File: src/rtl/fifo_pkg.sv
// Shared definitions for the delay FIFO and its read-side snapshot streamer.
package fifo_pkg;

   localparam int unsigned FIFO_DEPTH = 8;
   localparam int unsigned FIFO_BITS  = 64;

   typedef enum logic [1:0] {
      IDLE   = 2'd0,
      STREAM = 2'd1,
      DONE   = 2'd2
   } fifo_reader_state_t;

endpackage : fifo_pkg

File: src/rtl/fifo_reader.sv
// fifo_reader: captures a DEPTH x BITS snapshot in one cycle, then streams it
// oldest-first over valid/ready and pulses done after the last beat.
// Optional feature: define FIFO_READER_PARITY_EN to add the out_parity port.
module fifo_reader
   import fifo_pkg::*;
#(
   parameter int unsigned DEPTH = FIFO_DEPTH,
   parameter int unsigned BITS  = FIFO_BITS
) (
   input  logic                        clk,
   input  logic                        rst_n,
   input  logic                        load,
   input  logic [DEPTH*BITS-1:0]       load_data,
   input  logic                        flush,
   output logic                        busy,
   output logic                        out_valid,
   input  logic                        out_ready,
   output logic [BITS-1:0]             out_data,
   output logic [$clog2(DEPTH)-1:0]    out_idx,
   output logic                        out_last,
   output logic                        done
`ifdef FIFO_READER_PARITY_EN
   ,
   output logic                        out_parity
`endif
);

   localparam int unsigned      IDX_W    = $clog2(DEPTH);
   localparam logic [IDX_W-1:0] LAST_IDX = IDX_W'(DEPTH - 1);

   fifo_reader_state_t state_q, state_d;
   logic [IDX_W-1:0]   idx_q, idx_d;
   logic [BITS-1:0]    snap_q [DEPTH];
   logic [BITS-1:0]    snap_d [DEPTH];

   logic               busy_q, busy_d;
   logic               out_valid_q, out_valid_d;
   logic [BITS-1:0]    out_data_q, out_data_d;
   logic [IDX_W-1:0]   out_idx_q, out_idx_d;
   logic               out_last_q, out_last_d;
   logic               done_q, done_d;

   // Next-state, index, snapshot capture and registered-output decode.
   always_comb begin
      state_d = state_q;
      idx_d   = idx_q;
      for (int unsigned i = 0; i < DEPTH; i++) begin
         snap_d[i] = snap_q[i];
      end

      unique case (state_q)
         IDLE: begin
            if (load) begin
               for (int unsigned i = 0; i < DEPTH; i++) begin
                  snap_d[i] = load_data[i*BITS +: BITS];
               end
               idx_d   = '0;
               state_d = STREAM;
            end
         end
         STREAM: begin
            // out_valid is high throughout STREAM, so ready alone means a transfer
            if (out_ready) begin
               if (idx_q == LAST_IDX) begin
                  state_d = DONE;
               end else begin
                  idx_d = idx_q + IDX_W'(1);
               end
            end
         end
         DONE: begin
            state_d = IDLE;
            idx_d   = '0;
         end
         default: begin
            state_d = IDLE;
            idx_d   = '0;
         end
      endcase

      // Abort outranks load and transfer; snapshot contents are kept as-is.
      if (flush) begin
         state_d = IDLE;
         idx_d   = '0;
         for (int unsigned i = 0; i < DEPTH; i++) begin
            snap_d[i] = snap_q[i];
         end
      end

      // Outputs are decoded from the next state so they register alongside it.
      busy_d      = (state_d != IDLE);
      out_valid_d = (state_d == STREAM);
      out_last_d  = (state_d == STREAM) && (idx_d == LAST_IDX);
      done_d      = (state_d == DONE);
      out_idx_d   = idx_d;
      out_data_d  = snap_d[idx_d];
   end

   // State, snapshot and output registers with asynchronous clear.
   always_ff @(posedge clk or negedge rst_n) begin
      if (!rst_n) begin
         state_q     <= IDLE;
         idx_q       <= '0;
         for (int unsigned i = 0; i < DEPTH; i++) begin
            snap_q[i] <= '0;
         end
         busy_q      <= 1'b0;
         out_valid_q <= 1'b0;
         out_data_q  <= '0;
         out_idx_q   <= '0;
         out_last_q  <= 1'b0;
         done_q      <= 1'b0;
      end else begin
         state_q     <= state_d;
         idx_q       <= idx_d;
         for (int unsigned i = 0; i < DEPTH; i++) begin
            snap_q[i] <= snap_d[i];
         end
         busy_q      <= busy_d;
         out_valid_q <= out_valid_d;
         out_data_q  <= out_data_d;
         out_idx_q   <= out_idx_d;
         out_last_q  <= out_last_d;
         done_q      <= done_d;
      end
   end

   assign busy      = busy_q;
   assign out_valid = out_valid_q;
   assign out_data  = out_data_q;
   assign out_idx   = out_idx_q;
   assign out_last  = out_last_q;
   assign done      = done_q;

`ifdef FIFO_READER_PARITY_EN
   // Parity of the presented entry, forced low whenever nothing is presented.
   assign out_parity = out_valid_q & (^out_data_q);
`endif

endmodule : fifo_reader

File: config.mk
export PLATFORM = sky130hd
export DESIGN_NAME = fifo_reader
export DESIGN_NICKNAME = d
export VERILOG_FILES = /design/src/rtl/fifo_pkg.sv /design/src/rtl/fifo_reader.sv
export SDC_FILE = /design/constraint.sdc
export NUM_CORES = 1
export LEC_CHECK = 0
export ABC_AREA = 0
export CAP_MARGIN = 5
export CORE_AREA = 2 2 253 255
export CTS_CLUSTER_DIAMETER = 150
export CTS_CLUSTER_SIZE = 30
export DETAILED_ROUTE_END_ITERATION = 10
export DIE_AREA = 0 0 255 257
export PLACE_DENSITY = 0.8
export SLEW_MARGIN = 0
export SYNTH_ARGS = -nofsm -noshare
export SYNTH_HDL_FRONTEND = slang
export SYNTH_SLANG_ARGS = --single-unit
File: constraint.sdc
create_clock -name clk -period 2.2 [get_ports clk]
set_input_delay 0.44 -clock clk [delete_from_list [all_inputs] [get_ports clk]]
set_output_delay 0.44 -clock clk [all_outputs]
set_load 0.01 [all_outputs]
==> qor.csv <==
metric,value,unit
via count,16810,
final wirelength,77.91,mm
CP endpoint kind,flip-flop,
power density over the cells,741.8,mW/mm^2
Synth Net Count,2144,
DRT antenna net count,0,
max capacitance violation total,0,
worst hold slack,0.3698,ns
fin nets,2852,
"Async S/R FF share, synth",1.000,
RR Startpoint,out_idx[0]$_DFF_PN0_,
Combinational Power Share,0.287,
switching share of total power,0.2739,
Critical path destination,out_data[17]$_DFF_PN0_,
unrepaired setup endpoints after global routing,true,
number of synthesized flops with an enable pin,0,
cell breakdown of the critical path,ha_4 -> a21boi_4 -> xnor2_2 -> a2111oi_4 -> buf_6 -> buf_12 -> buf_16 -> buf_8 -> mux2i_1 -> o22a_1 -> o221ai_1,
Iter 0 DRT Violations,879,
status,"finished, violations left",
fin. max-slew vios,0,
DRC viols,0,
synth unique cells,30,
layout cell share with drive strength beyond 1,0.3590,
global-route wire length before repair,113.4,mm
ys flop type,dfrtp_1,
Cell Int Power,19.04,mW
antenna violations before repair,18,
Worst-Skew Late Latency,0.59,ns
Final Critical Period,2.560,ns
clock share of power,0.199,
final number of hold-violating endpoints,0,
switching pwr,7.179,mW
GRT Util Overall,0.2286,
fill count,4798,
Clock Tree Root,clkbuf_16,
CTS max path bufs,3,
startpoint types,flip-flop,
critical path required time,2.65,ns
R2R Setup Slk,-0.36,ns
"Reg clk slew, reported paths",0.12,ns
DIE WIDTH,255,um
Worst Setup SP,out_idx[0]$_DFF_PN0_,
gr ovfl total,0,
largest net degree at the start of global routing,78,
synthesized instance count,1626,
core box area,0.06274,sq mm
clock sinks,585,
# rows,92,
DPL Wire Length,55.17,mm
initial core utilization,0.3967,
CTS H-tree depth,1,
Final Power,26.21,mW
DIE AREA,0.06554,sq mm
Critical-path top delay cell,dfrtp_2,
"Seq/Total Area, Yosys",0.5881,
CTS tree,done,
WS Path Type,reg2reg,
Seq pwr share,0.514,
Final Cycle Share,1.164,
routed wire length per instance,24.42,um
Hold Path Class,in2async,
actual slew at the worst max-slew pin,0.4887,ns
CP Data Arrival Time,3.01,ns
I/O pin cnt,588,
Rel. slew slack,0.6742,
FF-to-FF End,out_data[17]$_DFF_PN0_,
R2R depth,11,
VDD IR max,0.0005803,V
die height,257,um
Post-Synthesis Cell Area,0.02489,sq mm
Mapped Avg Cell Area,15.31,sq um
fmax,390.6,MHz
warnings from Yosys,0,
Buffers on Ports,587,
critical path peak fanout,9,
Synth Register Bits,585,
number of global-route vias before repair,18890,
# setup viols final,64,
DRT Pass-1 Iters,5,
vias per std cell,5.268,
CP max stage delay,0.46,ns
clock skew,0.04089,ns
setup ws final,-0.3602,ns
Leak,14.09,nW
CTS buffer count,23,
Syn-to-layout area delta,41.98,%
failing checks,negative setup slack,
GPL Wtd Cong,0.8969,
## kinds of logic (layout without fill, tap and decap cells)
group,Yosys count,after routing,share of synthesized area
buffers and inverters,113,821,0.02353
and+or+nand+nor,18,18,0.003770
DFF,585,585,0.5881
AOI/OAI and AO/OA,139,139,0.04866
other,0,10,0
adders and majority gates,1,1,0.0005026
muxes,769,769,0.3350
xor gates and xnor gates,1,1,0.0003519
## worst max-delay path, delay by kind of cell, from the launching register on
kind	cells	cell delay, ns
AO/OA/AOI/OAI	4	0.83
buffers and inverters	4	0.61
flip-flops	1	0.46
multiplexers	1	0.22
adder cells (fa/ha/maj)	1	0.18
XOR/XNOR	1	0.09
## registers in the layout (all words and copies together) (netlist names)
name / flops
snap_q: 512
out_data: 64
out_idx: 3
state_q: 2
busy: 1
done: 1
out_last: 1
out_valid: 1
## power groups by stage
stage | Sequential [mW] | Combinational [mW] | Clock, mW
6_report | 13.5 | 7.52 | 5.21
5_1_grt | 13.6 | 8.00 | 5.76
4_1_cts | 13.5 | 7.32 | 5.35
3_5_place_dp | 13.7 | 6.69 | 0
3_3_place_gp | 13.6 | 6.47 | 0
2_1_floorplan | 13.5 | 3.49 | 0
## layer usage
layer	vias to the layer above	part of all wire	global-route usage
met1	8677	0.39	0.2752
li1	7378	-	-
met2	583	0.50	0.3910
met3	146	0.075	0.06332
met4	22	0.038	0.08041
met5	-	0.0018	0
## worst min-delay path by stage
stage                     start                   end  cells after the start
final                     rst_n  snap_q[39]$_DFF_PN0_                      2
after global routing      rst_n  snap_q[39]$_DFF_PN0_                      2
after CTS                 rst_n  snap_q[39]$_DFF_PN0_                      2
after detailed placement  rst_n  snap_q[39]$_DFF_PN0_                      1
after global placement    rst_n  snap_q[39]$_DFF_PN0_                      1
after floorplan           rst_n        busy$_DFF_PN0_                      0
## cell usage in the layout (no fill, tap or decap), drive strengths merged
master / count
dfrtp: 585
clkdlybuf4s50: 583
mux2: 513
mux2i: 256
buf: 199
o22a: 63
o221ai: 63
clkbuf: 28
diode: 10
nand2: 5
and3: 4
nor2: 4
a21oi: 4
inv: 4
bufbuf: 3
dlygate4sd2: 3
a21boi: 3
o21ai: 2
o21a: 1
nor2b: 1
a21o: 1
xnor2: 1
a2111oi: 1
nand2b: 1
nor3: 1
or4: 1
nand3: 1
a22o: 1
ha: 1
dlygate4sd3: 1
## Yosys cell counts, types with 2 or more instances
cell / instances / area (sq um)
a21boi_0: 2 / 15.01
dfrtp_1: 585 / 14640
o221ai_1: 63 / 551.8
nand2_1: 5 / 18.77
mux2_1: 3 / 33.78
o22a_1: 63 / 551.8
and3_1: 4 / 25.02
clkbuf_1: 24 / 90.09
a21oi_1: 4 / 20.02
mux2i_1: 256 / 2562
nor2_1: 4 / 15.01
o21ai_0: 2 / 10.01
buf_4: 22 / 165.2
inv_1: 2 / 7.510
mux2_2: 510 / 5743
buf_2: 63 / 315.3
## metrics by stage
stage	cells	setup TNS, ns	utilization	setup WS, ns	area, sq um
floorplan	1626	-1.697	-	-0.02838	25020
global placement	3092	-77.54	0.5245	-0.7831	32910
detailed placement	3092	-107.75	0.5245	-0.8248	32910
CTS	3171	-16.89	0.5568	-0.3444	34930
global route	3181	-23.44	0.5629	-0.4418	35320
finish	3190	-17.74	0.5633	-0.3602	35340
## layout make-up
cell class / count / area (sq um) / share of cell area
Tap cell: 846 / 1059 / 0.02995
Clock inverter: 1 / 16.27 / 0.0004603
Inverter: 3 / 11.26 / 0.0003187
Multi-Input combinational cell: 928 / 10340 / 0.2926
Clock buffer: 24 / 579.3 / 0.01639
Antenna cell: 10 / 25.02 / 0.0007081
Timing Repair Buffer: 793 / 8667 / 0.2453
Sequential cell: 585 / 14640 / 0.4143
## timing repair
| item | CTS | global route |
|---|---|---|
| buffers inserted | 40 | 11 |
| hold endpoints to repair | 27 | 0 |
| resized for setup | 145 | 53 |
| pin swaps | 30 | 22 |
| hold buffers | 1 | 0 |
| endpoints found under the setup margin | 67 | 65 |
| cloned | 14 | 4 |
No activity file was read; power rests on OpenSTA's default activity.
